`config.mk`:
```
export PLATFORM = sky130hd
export DESIGN_NAME = ws2812_tx_flat
export DESIGN_NICKNAME = d
export VERILOG_FILES = /design/src/rtl/ws2812_tx_if.sv /design/src/rtl/ws2812_tx.sv /design/src/flat_wrapper.sv
export SDC_FILE = /design/constraint.sdc
export NUM_CORES = 1
export LEC_CHECK = 0
export ABC_CLOCK_PERIOD_IN_PS = 8050
export CORE_MARGIN = 1.5
export CORE_UTILIZATION = 32
export DETAILED_ROUTE_END_ITERATION = 6
export SKIP_CTS_REPAIR_TIMING = 1
export SYNTH_ARGS = -nofsm -noshare
export SYNTH_HDL_FRONTEND = slang
export SYNTH_SLANG_ARGS = --single-unit
```
`constraint.sdc`:
```
create_clock -name clk -period 8.05 [get_ports clk]
set_input_delay 2.415 -clock clk [delete_from_list [all_inputs] [get_ports clk]]
set_output_delay 2.415 -clock clk [all_outputs]
set_load 0.005 [all_outputs]
```
`src/rtl/ws2812_tx_if.sv`:
```
// Parallel-frame / status bundle between the game engine and the WS2812 serialiser.
// The master side supplies the frame and refresh request; the slave side drives the LED line.
interface ws2812_tx_if #(
   parameter int NUM_LEDS = 5
);
   logic [24*NUM_LEDS-1:0] GRBSeq;
   logic                   Refresh;
   logic                   Dout;
   logic                   Busy;
   logic                   Done;

   modport master (
      output GRBSeq,
      output Refresh,
      input  Dout,
      input  Busy,
      input  Done
   );

   modport slave (
      input  GRBSeq,
      input  Refresh,
      output Dout,
      output Busy,
      output Done
   );
endinterface

```
`src/rtl/ws2812_tx.sv`:
```
// WS2812 one-wire transmitter: captures a GRB frame on Refresh, sends it MSB first
// with pulse-width coded bits, then holds the line low for the latch interval.
module ws2812_tx #(
   parameter int NUM_LEDS = 5,
   parameter int T0H      = 40,
   parameter int T1H      = 80,
   parameter int TBIT     = 125,
   parameter int TRST     = 8000
) (
   input logic         clk,
   input logic         reset,
   ws2812_tx_if.slave  bus
);
   localparam int FW   = 24 * NUM_LEDS;
   localparam int CMAX = (TBIT > TRST) ? TBIT : TRST;
   localparam int CW   = (CMAX > 2) ? $clog2(CMAX) : 1;
   localparam int BW   = $clog2(FW + 1);

   localparam logic [CW-1:0] TBIT_LAST = CW'(TBIT - 1);
   localparam logic [CW-1:0] TRST_LAST = CW'(TRST - 1);
   localparam logic [CW-1:0] T0H_LEN   = CW'(T0H);
   localparam logic [CW-1:0] T1H_LEN   = CW'(T1H);
   localparam logic [BW-1:0] BIT_LAST  = BW'(FW - 1);

   typedef enum logic [1:0] {IDLE, SEND, LATCH} state_t;

   state_t          state_reg, state_next;
   logic [FW-1:0]   shift_reg, shift_next;
   logic [BW-1:0]   bit_reg, bit_next;
   logic [CW-1:0]   cyc_reg, cyc_next;
   logic            dout_reg, dout_next;
   logic            done_reg, done_next;
   logic [CW-1:0]   high_len;

   always_ff @(posedge clk or posedge reset) begin
      if (reset) begin
         state_reg <= IDLE;
         shift_reg <= '0;
         bit_reg   <= '0;
         cyc_reg   <= '0;
         dout_reg  <= 1'b0;
         done_reg  <= 1'b0;
      end else begin
         state_reg <= state_next;
         shift_reg <= shift_next;
         bit_reg   <= bit_next;
         cyc_reg   <= cyc_next;
         dout_reg  <= dout_next;
         done_reg  <= done_next;
      end
   end

   always_comb begin
      state_next = state_reg;
      shift_next = shift_reg;
      bit_next   = bit_reg;
      cyc_next   = cyc_reg;
      done_next  = 1'b0;
      high_len   = '0;
      dout_next  = 1'b0;

      case (state_reg)
         IDLE: begin
            if (bus.Refresh) begin
               state_next = SEND;
               shift_next = bus.GRBSeq;
               bit_next   = '0;
               cyc_next   = '0;
            end
         end
         SEND: begin
            if (cyc_reg == TBIT_LAST) begin
               cyc_next   = '0;
               shift_next = {shift_reg[FW-2:0], 1'b0};
               bit_next   = bit_reg + 1'b1;
               if (bit_reg == BIT_LAST) begin
                  state_next = LATCH;
               end
            end else begin
               cyc_next = cyc_reg + 1'b1;
            end
         end
         LATCH: begin
            if (cyc_reg == TRST_LAST) begin
               state_next = IDLE;
               cyc_next   = '0;
               done_next  = 1'b1;
            end else begin
               cyc_next = cyc_reg + 1'b1;
            end
         end
         default: state_next = IDLE;
      endcase

      // Dout is registered from the upcoming cycle's position, so the line
      // level always matches the counters it is paired with.
      high_len  = shift_next[FW-1] ? T1H_LEN : T0H_LEN;
      dout_next = (state_next == SEND) && (cyc_next < high_len);
   end

   assign bus.Dout = dout_reg;
   assign bus.Busy = (state_reg != IDLE);
   assign bus.Done = done_reg;
endmodule

```
`src/flat_wrapper.sv`:
```
// flat-port wrapper written by rule: the top's interface ports become plain ports
module ws2812_tx_flat 
#(
   parameter int NUM_LEDS = 5,
   parameter int T0H      = 40,
   parameter int T1H      = 80,
   parameter int TBIT     = 125,
   parameter int TRST     = 8000
)
  (clk, reset, bus_GRBSeq, bus_Refresh, bus_Dout, bus_Busy, bus_Done);
  ws2812_tx_if #(.NUM_LEDS(NUM_LEDS)) bus_i ();
  input logic clk;
  input logic reset;
  input wire logic [$bits(bus_i.GRBSeq)-1:0] bus_GRBSeq;
  input wire logic [$bits(bus_i.Refresh)-1:0] bus_Refresh;
  output wire logic [$bits(bus_i.Dout)-1:0] bus_Dout;
  output wire logic [$bits(bus_i.Busy)-1:0] bus_Busy;
  output wire logic [$bits(bus_i.Done)-1:0] bus_Done;
  assign bus_i.GRBSeq = bus_GRBSeq;
  assign bus_i.Refresh = bus_Refresh;
  assign bus_Dout = bus_i.Dout;
  assign bus_Busy = bus_i.Busy;
  assign bus_Done = bus_i.Done;
  ws2812_tx #(.NUM_LEDS(NUM_LEDS), .T0H(T0H), .T1H(T1H), .TBIT(TBIT), .TRST(TRST)) u_core (.clk(clk), .reset(reset), .bus(bus_i));
endmodule
```
### Yosys cells after proc, flatten, opt, wreduce, memory -nomap -nowiden

Index checks and enable logic that the tools add are counted.

* equality and inequality tests: 8
* multiplexer cells: 18
* magnitude comparators: 1
* add/sub/neg operators: 2
* reductions and logical operators: 5

Operators with widths (count)
* 2-to-1 mux 120 bit: 2
* one-hot mux 120 bit (2 select lines): 1
* 2-to-1 mux 13 bit: 3
* one-hot mux 13 bit (3 select lines): 1
* 2-to-1 mux 7 bit: 3
* one-hot mux 7 bit (2 select lines): 1
* adder 13 x 1 -> 13 bit (second input constant): 1
* equality test 13 bit (second input constant): 1
* equality test 13 x 7 -> 1 bit (second input constant): 1
* < comparator 13 bit: 1
* 2-to-1 mux 2 bit: 4
* adder 7 x 1 -> 7 bit (second input constant): 1
* equality test 7 bit (second input constant): 1
* one-hot mux 2 bit (3 select lines): 1
* equality test 2 x 1 -> 1 bit (second input constant): 2
* nonzero test 2 bit: 2
* AND reduction 3 bit: 1
* equality test 2 bit (second input constant): 1
* logical NOT 2 bit: 1
* 2-to-1 mux 1 bit: 2
* inequality test 2 x 1 -> 1 bit (second input constant): 1
* inequality test 2 bit (second input constant): 1
* logical AND 1 bit: 1

* output and inout port bits: 3
* flip-flop bits (word level): 144

### Longest topological paths before layout

Gate-level depths: netlist of the first run.

* depth in word-level cells: 6
* mapped depth: 15

### Worst setup path after synthesis of the first run

Ideal clock, no wire load.

* path type: input -> register
* start: input port bus_Refresh
* end: register u_core.dout_reg, in the netlist u_core.bus.Dout
* arrival: 4.129 ns
* stages on the path: 11
* slack: 3.826 ns
* required time: 7.954 ns
* cells stage by stage: and2_1 -> clkbuf_1 -> a21oi_1 -> a221oi_2 -> inv_1 -> ha_1 -> a21oi_1 -> nor2b_1 -> nor4_1 -> o211ai_1 -> nor4_2

* longest elaborated chain between the ends: 5
* elaborated cells on any way between the ends: 10
* those cells by class: order compare (1); eq/ne (1); mux (7); reduce/logical (1)

RTL lines
* start, declared: line flat_wrapper.sv:15 `input wire logic [$bits(bus_i.Refresh)-1:0] bus_Refresh;`
* 2-to-1 mux 120 bit: line ws2812_tx.sv:64 `if (bus.Refresh) begin`
* one-hot mux 120 bit (2 select lines): line ws2812_tx.sv:62 `case (state_reg)`
* 2-to-1 mux 7 bit: line ws2812_tx.sv:97 `high_len = shift_next[FW-1] ? T1H_LEN : T0H_LEN;`
* via u_core.high_len[4]: line ws2812_tx.sv:33 `logic [CW-1:0] high_len;`
* < comparator 13 bit: line ws2812_tx.sv:98 `dout_next = (state_next == SEND) && (cyc_next < high_len);`
* logical AND 1 bit: line ws2812_tx.sv:98
* via u_core.dout_next: line ws2812_tx.sv:31 `logic dout_reg, dout_next;`
* end signal, assigned: line ws2812_tx.sv:48 `dout_reg <= dout_next;`
* end, declared: line ws2812_tx.sv:31

The timed path passes the listed nets, and every way through them passes these cells. The select of a mux whose other input is x is not followed.
A chain may end at the register's enable or synchronous reset.

### Final worst setup path of the first run

Same ends and word-level chain as after synthesis.

==> summary.md, run 1 <==
| Metric | Value |
|---|---|
| RSZ-0062 raised after global routing | no |
| WL per Instance | 14.90 µm |
| WHS Endpoint | u_core.shift_reg[93] |
| Number of H-tree levels | 4 |
| Initial antenna violation count | 0 |
| Actual slew at the worst max-slew pin | 1.061 ns |
| Hold Vio Cnt, Final | 0 |
| Setup TNS | 0 ns |
| R2R setup slack | 4.64 ns |
| Crit Path Max Fanout | 41 |
| GRT Residual Overflow | 0 |
| Final worst path period need | 4.978 ns |
| Core ar. | 19,650 µm² |
| Final net count | 915 |
| Yosys reg bits | 144 |
| Mapped Area | 6482 µm² |
| Avg Cell Area, Syn | 9.477 µm² |
| Total Routing Usage GR | 0.1551 |
| Clk_lat worst skew | 0.42 ns |
| Kind of critical path | in -> reg |
| Synth cell types | 48 |
| Hpwl dp | 9.853 mm |
| Sw Share | 0.2561 |
| Max_cap viols | 0 |
| Area share of the largest cell type after synthesis | 0.5559 |
| Worst setup SP type | input pin |
| Crit path capture type | register |
| Cell with the most instances after synthesis | nand2_1 |
| Worst min path class | reg -> reg |
| Worst R2R End | u_core.bus.Dout |
| DIE AREA | 21,120 µm² |
| Layout cells sized above 1 | 0.06140 |
| Tcrit/Tclk final | 0.6183 |
| NetSw | 0.5036 mW |
| Leading area contributor after synthesis | dfrtp_1 |
| Max reg flops | 120 |
| Root Buffer | clkbuf_16 |
| Total power density per cell area | 229.8 nW/µm² |
| Setup Skew | 0.009484 ns |
| I/O Buffers | 125 |
| Reg2reg start | u_core.cyc_reg[0] |
| Die W | 145.3 µm |
| Starting Density | 0.3298 |
| DRT Pass-1 Iters | 5 |
| CTS tree | done |
| Routed Antenna Nets | 0 |
| CTS Buf Count | 17 |
| Int Pwr | 1.462 mW |
| Combinational share of power | 0.117 |
| Vias | 5,246 |
| Start point of the worst hold path | u_core.shift_reg[93] |
| Post-Synthesis Cells | 684 |
| Largest cells by area after synthesis | dfrtp_1 (56%), nand2_1 (15%), a22oi_1 (14%) |
| First-pass GRT wire length | 26.70 mm |
| Synthesized net count | 813 |
| Sequential power share | 0.449 |
| Clock Power Share | 0.434 |
| Final Max Slew Viols | 0 |
| # diodes | 0 |
| Predominant post-synthesis flop cell | dfrtp_1 |
| Final setup violation count | 0 |
| Top-level I/O count | 126 |
| Seq/Total Area, Yosys | 0.5559 |
| WL final | 15.84 mm |
| Leakage | 4.047 nW |
| Ys Warns | 0 |
| Initial DRC Count | 379 |
| PnR Total Power | 1.966 mW |
| GPL Wtd Cong | 0.8039 |
| Worst VDD drop | 0.1425 mV |
| Vias in the first global route | 5,212 |
| Post-DR vias/cell | 4.935 |
| R2R cell count | 13 |
| Rows | 51 |
| Crit path DAT | 5.31 ns |
| CP Data Required Time | 8.38 ns |
| Synth top cells by count | nand2_1 (260), dfrtp_1 (144), a22oi_1 (118) |
| Slew headroom | 0.2910 |
| FFs w/ async S/R, synth | 1.000 |
| Max Clock Freq | 200.9 MHz |
| Area grow syn2layout | 31.98% |
| Hold Crit Depth | 2 |
| Largest net degree at the start of global routing | 87 |
| Post-synth EDFFs | 0 |
| Clock transition at the registers of the reported paths | 0.06 ns |
| Clock buffer depth | 2 |
| Die Ht | 145.3 µm |
| Clock sink count | 144 |
| DRC Markers | 0 |
| Status | finished clean |
## how the worst max path moves through the flow
stage / start / endpoint / slack [ns] / cells past startpoint
final: bus_Refresh / u_core.bus.Dout / 3.07 / 11
after global routing: bus_Refresh / u_core.bus.Dout / 2.74 / 11
after CTS: bus_Refresh / u_core.bus.Dout / 3.04 / 11
after detailed placement: bus_Refresh / u_core.bus.Dout / 2.58 / 11
after global placement: bus_Refresh / u_core.bus.Dout / 2.69 / 11
after floorplan: reset / u_core.bit_reg[0] / 1.77 / 1
## area by class of cell
cell class | count | area, µm²
well taps | 265 | 331.6
flip-flops and latches | 144 | 3603
multi-input cells | 487 | 2673
clock inverters | 11 | 178.9
inverters | 7 | 31.28
fillers | 1972 | 11100
clock buffers | 20 | 456.7
repair buffers | 129 | 1281
## through the flow
step	worst slack [ns]	hold slack (ns)	utilization	cells	area, µm²
6_report	3.072	0.4729	0.4353	1063	8556
5_1_grt	2.744	0.4935	0.4353	1063	8556
4_1_cts	3.036	0.4779	0.4353	1063	8556
3_5_place_dp	2.582	0.4628	0.4030	1032	7920
3_3_place_gp	2.695	0.4585	0.4030	1032	7920
2_1_floorplan	1.769	0.4468	-	684	6482
## per-layer routing
metal  global-route usage  vias up  part of all wire
met5                    0        -                 0
met4              0.04592        0            0.0081
met3              0.04890       14             0.063
met2               0.2260      132              0.44
met1               0.2201     2524              0.49
li1                     -     2576                 -
## critical path: stages
cell	delay, ns
clkdlybuf4s50_1	0.46
and2_4	0.31
a21oi_4	0.85
a221oi_2	0.19
inv_1	0.14
ha_1	0.26
a21oi_1	0.13
nor2b_1	0.06
nor4_1	0.18
o211ai_1	0.16
nor4_2	0.14
## cells in the final DEF (no fill, tap or decap), drive strengths merged, types with 2 or more instances in the layout
master / n
nand2: 260
dfrtp: 144
clkdlybuf4s50: 125
a22oi: 118
clkbuf: 20
o21ai: 14
nor2: 11
a21oi: 9
inv: 9
nor4: 7
xor2: 6
and3: 6
ha: 6
nand4: 6
nand3: 5
nor3: 4
bufinv: 4
buf: 4
xnor2: 3
o21bai: 3
nand2b: 3
o31ai: 3
clkinv: 3
and2: 2
nor2b: 2
a31oi: 2
clkinvlp: 2
## logic make-up after synthesis
family	count (synthesis)	synth area share
XOR/XNOR	9	0.01216
AO/OA/AOI/OAI	158	0.1805
adder cells (fa/ha/maj)	6	0.01158
AND/OR/NAND/NOR	313	0.2038
flip-flops	144	0.5559
multiplexers	1	0.001737
buffers and inverters	53	0.03436
## power by group through the flow
| stage | Sequential [mW] | Clock [mW] | Combinational [mW] |
|---|---|---|---|
| floorplan | 0.864 | 0 | 0.149 |
| global placement | 0.893 | 0 | 0.225 |
| global route | 0.897 | 0.909 | 0.263 |
| detailed placement | 0.893 | 0 | 0.231 |
| finish | 0.883 | 0.853 | 0.230 |
| CTS | 0.882 | 0.874 | 0.232 |
No activity file was read; power rests on OpenSTA's default activity.
==> run 2, diff against run 1 <==
--- a/config.mk
+++ b/config.mk
@@ -5,7 +5,7 @@
 export SDC_FILE = /design/constraint.sdc
 export NUM_CORES = 1
 export LEC_CHECK = 0
-export ABC_CLOCK_PERIOD_IN_PS = 8050
+export ABC_CLOCK_PERIOD_IN_PS = 4600
 export CORE_MARGIN = 1.5
 export CORE_UTILIZATION = 32
 export DETAILED_ROUTE_END_ITERATION = 6
==> constraint.sdc (replaced) <==
create_clock -name clk -period 4.6 [get_ports clk]
set_input_delay 1.38 -clock clk [delete_from_list [all_inputs] [get_ports clk]]
set_output_delay 1.38 -clock clk [all_outputs]
set_load 0.005 [all_outputs]
==> summary.md, run 2 (same netlist as run 1, synthesis figures left out) <==
| Metric | Value |
|---|---|
| Crit Path Max Fanout | 63 (was 41) |
| Delay-heaviest family, CP | buffers and inverters (was compound AO/OA/AOI/OAI gates) |
| Slew headroom | 0.5169 (was 0.2910) |
| CP bufs+invs | 3 (was 2) |
| GRT Residual Overflow | 0 (unchanged) |
| Setup TNS | 0 ns (unchanged) |
| Commonest non-fill, non-tap cell in the layout | nand2_1 (unchanged) |
| Worst VDD drop | 0.2691 mV (was 0.1425 mV) |
| Setup Skew | 0.01463 ns (was 0.009484 ns) |
| Kind of critical path | in -> reg (unchanged) |
| Worst setup SP type | input pin (unchanged) |
| WL per Instance | 15.03 µm (was 14.90 µm) |
| Sw Share | 0.2637 (was 0.2561) |
| Sequential power share | 0.457 (was 0.449) |
| Initial DRC Count | 280 (was 379) |
| RSZ-0062 raised after global routing | no (unchanged) |
| Clock sink count | 144 (unchanged) |
| PnR Total Power | 3.382 mW (was 1.966 mW) |
| Hold Crit Depth | 2 (unchanged) |
| Commonest non-fill, non-tap cells in the layout | nand2_1 (260), dfrtp_1 (144), clkdlybuf4s50_1 (125), a22oi_1 (118), clkbuf_16 (17) (unchanged) |
| Leakage | 4.054 nW (was 4.047 nW) |
| Rows | 51 (unchanged) |
| Final setup violation count | 0 (unchanged) |
| First-pass GRT wire length | 27.19 mm (was 26.70 mm) |
| Number of H-tree levels | 4 (unchanged) |
| WHS Endpoint | u_core.shift_reg[17] (was u_core.shift_reg[93]) |
| Clock transition at the registers of the reported paths | 0.06 ns (about the same) |
| Largest stage delay, worst path | 0.66 ns (was 0.85 ns) |
| Clk_lat worst skew | 0.42 ns (about the same) |
| Crit path max-delay cell type | buf_4 (was a21oi_4) |
| Vias | 5,263 (was 5,246) |
| Tcrit/Tclk final | 0.7264 |
| Top-level I/O count | 126 (unchanged) |
| Initial antenna violation count | 0 (unchanged) |
| Combinational share of power | 0.118 (was 0.117) |
| # diodes | 0 (unchanged) |
| DRT Pass-1 Iters | 5 (unchanged) |
| Clock Power Share | 0.425 (was 0.434) |
| Total Routing Usage GR | 0.1584 (was 0.1551) |
| R2R cell count | 14 (was 13) |
| Layout cells sized above 1 | 0.06841 (was 0.06140) |
| Crit-path cells | clkdlybuf4s50_1, and2_4, buf_4, buf_4, a22oi_1, nand2_1 (was clkdlybuf4s50_1, and2_4, a21oi_4, a221oi_2, inv_1, ha_1, a21oi_1, nor2b_1, nor4_1, o211ai_1, nor4_2) |
| Vias in the first global route | 5,277 (was 5,212) |
| Final Worst Setup Slack | 1.258 ns (was 3.072 ns) |
| Finished Cell Area | 8584 µm² (was 8556 µm²) |
| WHS | 0.4738 ns (was 0.4729 ns) |
| Starting Density | 0.3298 (unchanged) |
| CP startpoint | bus_Refresh (unchanged) |
| Int Pwr | 2.490 mW (was 1.462 mW) |
| Root Buffer | clkbuf_16 (unchanged) |
| Clock buffer depth | 2 (unchanged) |
| NetSw | 0.8917 mW (was 0.5036 mW) |
| Final core occ | 0.4368 (was 0.4353) |
| Top cell by count, worst path | buf_4 |
| WL final | 16.07 mm (was 15.84 mm) |
| R2R setup slack | 1.40 ns (was 4.64 ns) |
| Start point of the worst hold path | u_core.shift_reg[17] (was u_core.shift_reg[93]) |
| Crit path capture type | register (unchanged) |
| Routed Antenna Nets | 0 (unchanged) |
| Final Max Slew Viols | 0 (unchanged) |
| Max Clock Freq | 299.3 MHz |
| Area grow syn2layout | 32.43% (was 31.98%) |
| Actual slew at the worst max-slew pin | 0.7246 ns (was 1.061 ns) |
| Placed Cells | 1,037 (was 1,032) |
| Worst min path class | reg -> reg (unchanged) |
| Worst R2R End | u_core.bus.Dout (unchanged) |
| Post-DR vias/cell | 4.923 (was 4.935) |
| Max reg flops | 120 (unchanged) |
| DIE AREA | 21,120 µm² (unchanged) |
| Final net count | 920 (was 915) |
| DP Worst Slack | 0.7779 ns (was 2.582 ns) |
| Final worst path period need | 3.342 ns |
| CP Data Required Time | 4.95 ns (was 8.38 ns) |
| GPL Wtd Cong | 0.8243 (was 0.8039) |
| CTS tree | done (unchanged) |
| Max_cap viols | 0 (unchanged) |
| CTS Buf Count | 17 (unchanged) |
| Layout Cells excl Fill | 1,069 (was 1,063) |
| Hpwl dp | 10.10 mm (was 9.853 mm) |
| Dpl cell area | 7981 µm² (was 7920 µm²) |
| Largest net degree at the start of global routing | 83 (was 87) |
| Die W | 145.3 µm (unchanged) |
| Total power density per cell area | 393.9 nW/µm² (was 229.8 nW/µm²) |
| Filler Cell Count | 1,959 (was 1,972) |
| Core ar. | 19,650 µm² (unchanged) |
| Status | finished clean (unchanged) |
| Hold Vio Cnt, Final | 0 (unchanged) |
| Crit path DAT | 3.69 ns (was 5.31 ns) |
| I/O Buffers | 125 (unchanged) |
| Die Ht | 145.3 µm (unchanged) |
| Reg2reg start | u_core.cyc_reg[0] (unchanged) |
| DRC Markers | 0 (unchanged) |
[run 2: worst register-to-register path: stages, from the launching register on]
cell and delay (ns):
dfrtp_1 0.44, inv_1 0.08, ha_1 0.16, nand4bb_1 0.15
or4_4 0.55, a2bb2oi_4 0.37, o21ai_0 0.15, nand2_1 0.08
o21ai_0 0.13, ha_1 0.34, a31oi_1 0.18, o21bai_1 0.08
a21oi_1 0.13, o211ai_1 0.11, nor4_2 0.17
[run 2: worst max-delay path by stage]
stage,to,slack (ns),cells after the start
floorplan,u_core.bit_reg[0],1.41,1
global route,u_core.bus.Dout,1.05,12
CTS,u_core.bus.Dout,1.25,11
finish,u_core.shift_reg[77],1.26,6
global placement,u_core.bus.Dout,0.77,11
detailed placement,u_core.bus.Dout,0.78,11
[run 2: layout make-up]
| class | count | area [µm²] | area share |
|---|---|---|---|
| clock buffers | 19 | 442.9 | 0.05160 |
| multi-input cells | 487 | 2673 | 0.3113 |
| well taps | 265 | 331.6 | 0.03862 |
| clock inverters | 13 | 160.2 | 0.01866 |
| repair buffers | 134 | 1344 | 0.1565 |
| inverters | 7 | 30.03 | 0.003498 |
| flip-flops and latches | 144 | 3603 | 0.4198 |
[run 2: power by group through the flow]
| stage | Combinational [mW] | Sequential (mW) | Clock [mW] |
|---|---|---|---|
| after CTS | 0.405 | 1.54 | 1.48 |
| after floorplan | 0.260 | 1.51 | 0 |
| after detailed placement | 0.405 | 1.56 | 0 |
| final | 0.399 | 1.54 | 1.44 |
| after global placement | 0.396 | 1.56 | 0 |
| after global routing | 0.460 | 1.57 | 1.53 |
[run 2: metal layers]
metal,vias to the layer above,track usage,routed length (µm)
met3,20,0.04671,919
met5,-,0,0
met4,0,0.06786,320
met1,2529,0.2145,7676
met2,128,0.2355,7152
li1,2586,-,-
==> run 3, diff against run 2 <==
--- a/config.mk
+++ b/config.mk
@@ -5,7 +5,7 @@
 export SDC_FILE = /design/constraint.sdc
 export NUM_CORES = 1
 export LEC_CHECK = 0
-export ABC_CLOCK_PERIOD_IN_PS = 4600
+export ABC_CLOCK_PERIOD_IN_PS = 2800
 export CORE_MARGIN = 1.5
 export CORE_UTILIZATION = 32
 export DETAILED_ROUTE_END_ITERATION = 6
==> constraint.sdc (replaced) <==
create_clock -name clk -period 2.8 [get_ports clk]
set_input_delay 0.84 -clock clk [delete_from_list [all_inputs] [get_ports clk]]
set_output_delay 0.84 -clock clk [all_outputs]
set_load 0.005 [all_outputs]
==> summary.md, run 3 (same netlist as run 1, synthesis figures left out) <==
| Metric | Value |
|---|---|
| Multi-input logic area | 2679 µm² (was 2673 µm²) |
| CTS tree | done (unchanged) |
| Worst VDD drop | 0.3902 mV (was 0.2691 mV) |
| Area grow syn2layout | 36.63% (was 32.43%) |
| CP bufs+invs | 3 (unchanged) |
| DRC Markers | 0 (unchanged) |
| Final Worst Setup Slack | -0.07422 ns (was 1.258 ns) |
| Core ar. | 19,650 µm² (unchanged) |
| I/O Buffers | 125 (unchanged) |
| GPL Wtd Cong | 0.8177 (was 0.8243) |
| Status | finished, violations left (was finished clean) |
| RSZ-0062 raised after global routing | yes (was no) |
| Starting Density | 0.3298 (unchanged) |
| Crit-path cells | buf_4, ha_1, nand3b_1, nor4_4, buf_4, o2bb2ai_2, buf_4, nand2_1, o21ai_0, ha_1, a31oi_1, o21bai_1, a21oi_1, o211ai_1, nor4_2 (was clkdlybuf4s50_1, and2_4, buf_4, buf_4, a22oi_1, nand2_1) |
| Vias | 5,400 (was 5,263) |
| DIE AREA | 21,120 µm² (unchanged) |
| Layout cells sized above 1 | 0.1054 (was 0.06841) |
| Final worst path period need | 2.874 ns |
| Initial antenna violation count | 0 (unchanged) |
| GRT Residual Overflow | 0 (unchanged) |
| Actual slew at the worst max-slew pin | 0.7310 ns (was 0.7246 ns) |
| Crit path max-delay cell type | dfrtp_1 (was buf_4) |
| CP Data Required Time | 3.12 ns (was 4.95 ns) |
| Hpwl dp | 10.28 mm (was 10.10 mm) |
| First-pass GRT wire length | 26.50 mm (was 27.19 mm) |
| CP startpoint | u_core.cyc_reg[0] (was bus_Refresh) |
| Top cell by count, worst path | buf_4 (unchanged) |
| Clk_lat worst skew | 0.41 ns (was 0.42 ns) |
| DP Worst Slack | -0.3310 ns (was 0.7779 ns) |
| Clock transition at the registers of the reported paths | 0.06 ns (about the same) |
| CTS Buf Count | 17 (unchanged) |
| R2R cell count | 15 (was 14) |
| WHS | 0.4724 ns (was 0.4738 ns) |
| Largest net degree at the start of global routing | 127 (was 83) |
| Commonest non-fill, non-tap cells in the layout | nand2_1 (260), dfrtp_1 (144), clkdlybuf4s50_1 (125), a22oi_1 (118), buf_4 (38) (was nand2_1 (260), dfrtp_1 (144), clkdlybuf4s50_1 (125), a22oi_1 (118), clkbuf_16 (17)) |
| Max reg flops | 120 (unchanged) |
| Hold Vio Cnt, Final | 0 (unchanged) |
| Die Ht | 145.3 µm (unchanged) |
| Leakage | 4.232 nW (was 4.054 nW) |
| # diodes | 0 (unchanged) |
| Max_cap viols | 0 (unchanged) |
| Largest stage delay, worst path | 0.37 ns (was 0.66 ns) |
| Initial DRC Count | 344 (was 280) |
| Failing checks | setup timing |
| Setup TNS | -0.07422 ns (was 0 ns) |
| Crit path DAT | 3.19 ns (was 3.69 ns) |
| Crit Path Max Fanout | 6 (was 63) |
| Root Buffer | clkbuf_16 (unchanged) |
| PnR Total Power | 5.729 mW (was 3.382 mW) |
| Post-DR vias/cell | 4.909 (was 4.923) |
| Clock sink count | 144 (unchanged) |
| Top-level I/O count | 126 (unchanged) |
| Final Max Slew Viols | 0 (unchanged) |
| WL per Instance | 14.52 µm (was 15.03 µm) |
| Hold Crit Depth | 2 (unchanged) |
| Filler Cell Count | 1,944 (was 1,959) |
| Kind of critical path | reg -> reg (was in -> reg) |
| Rows | 51 (unchanged) |
| Vias in the first global route | 5,241 (was 5,277) |
| Reg2reg start | u_core.cyc_reg[0] (unchanged) |
| Total Routing Usage GR | 0.1534 (was 0.1584) |
| Setup Skew | 0.008884 ns (was 0.01463 ns) |
| Clock buffer depth | 2 (unchanged) |
| Die W | 145.3 µm (unchanged) |
| Final net count | 952 (was 920) |
| DRT Pass-1 Iters | 5 (unchanged) |
| Worst setup SP type | register (was input pin) |
| Worst min path class | reg -> reg (unchanged) |
| Final setup violation count | 1 (was 0) |
| Routed Antenna Nets | 0 (unchanged) |
| Critical Path Sink | u_core.bus.Dout (was u_core.shift_reg[77]) |
| Max Clock Freq | 347.9 MHz |
| Tcrit/Tclk final | 1.027 |
| WL final | 15.97 mm (was 16.07 mm) |
| Total power density per cell area | 646.8 nW/µm² (was 393.9 nW/µm²) |
| Crit path capture type | register (unchanged) |
| Worst R2R End | u_core.bus.Dout (unchanged) |
| Slew headroom | 0.5127 (was 0.5169) |
| Commonest non-fill, non-tap cell in the layout | nand2_1 (unchanged) |
| Number of H-tree levels | 4 (unchanged) |
| R2R setup slack | -0.07 ns (was 1.40 ns) |
| Sequential cell area | 3603 µm² (unchanged) |
| Delay-heaviest family, CP | compound AO/OA/AOI/OAI gates (was buffers and inverters) |
| Number of stages on the worst setup path | 15 (was 6) |
[run 3: cell count changes in the layout (fill, tap and decap cells not counted), sizes merged]
| cell | change |
|---|---|
| buf | +32 |
| inv | +3 |
| clkinv | +1 |
| clkinvlp | -4 |
| clkbuf | -1 |
[run 3: worst register-to-register path, stage by stage (launching register included)]
cell	delay, ns
dfrtp_1	0.37
buf_4	0.16
ha_1	0.21
nand3b_1	0.16
nor4_4	0.05
buf_4	0.16
o2bb2ai_2	0.26
buf_4	0.17
nand2_1	0.04
o21ai_0	0.26
ha_1	0.31
a31oi_1	0.19
o21bai_1	0.08
a21oi_1	0.13
o211ai_1	0.11
nor4_2	0.14
[run 3: report_power, final]
group	switching (mW)	leakage, nW	internal, mW
logic	0.422	2.06	0.471
registers	0.146	1.87	2.31
clock network	0.932	0.301	1.44
[run 3: through the flow]
stage / cells / cell area [µm²] / util
6_report: 1100 / 8857 / 0.4507
5_1_grt: 1100 / 8857 / 0.4507
4_1_cts: 1100 / 8851 / 0.4503
3_5_place_dp: 1069 / 8234 / 0.4190
3_3_place_gp: 1069 / 8234 / 0.4190
2_1_floorplan: 684 / 6486 / -
[run 3: how the worst min path moves through the flow]
stage,from,endpoint,slack (ns)
final,u_core.shift_reg[94],u_core.shift_reg[94],0.47
after global routing,u_core.shift_reg[68],u_core.shift_reg[68],0.49
after CTS,u_core.shift_reg[114],u_core.shift_reg[114],0.48
after detailed placement,u_core.shift_reg[43],u_core.shift_reg[43],0.46
after global placement,u_core.shift_reg[43],u_core.shift_reg[43],0.46
after floorplan,u_core.shift_reg[100],u_core.shift_reg[100],0.45
[run 3: final cells by class]
cell class,count,area share
Timing Repair Buffer,166,0.1803
Clock inverter,13,0.02006
Multi-Input combinational cell,487,0.3024
Clock buffer,18,0.04958
Sequential cell,144,0.4068
Tap cell,265,0.03743
Inverter,7,0.003390
[run 3: layer usage]
metal | vias to the layer above | routed length [µm] | track usage | part of all wire
met2 | 120 | 7196 | 0.2321 | 0.45
met4 | 0 | 227 | 0.05408 | 0.014
met1 | 2599 | 7675 | 0.2115 | 0.48
met3 | 19 | 867 | 0.04107 | 0.054
li1 | 2662 | - | - | -
met5 | - | 0 | 0 | 0
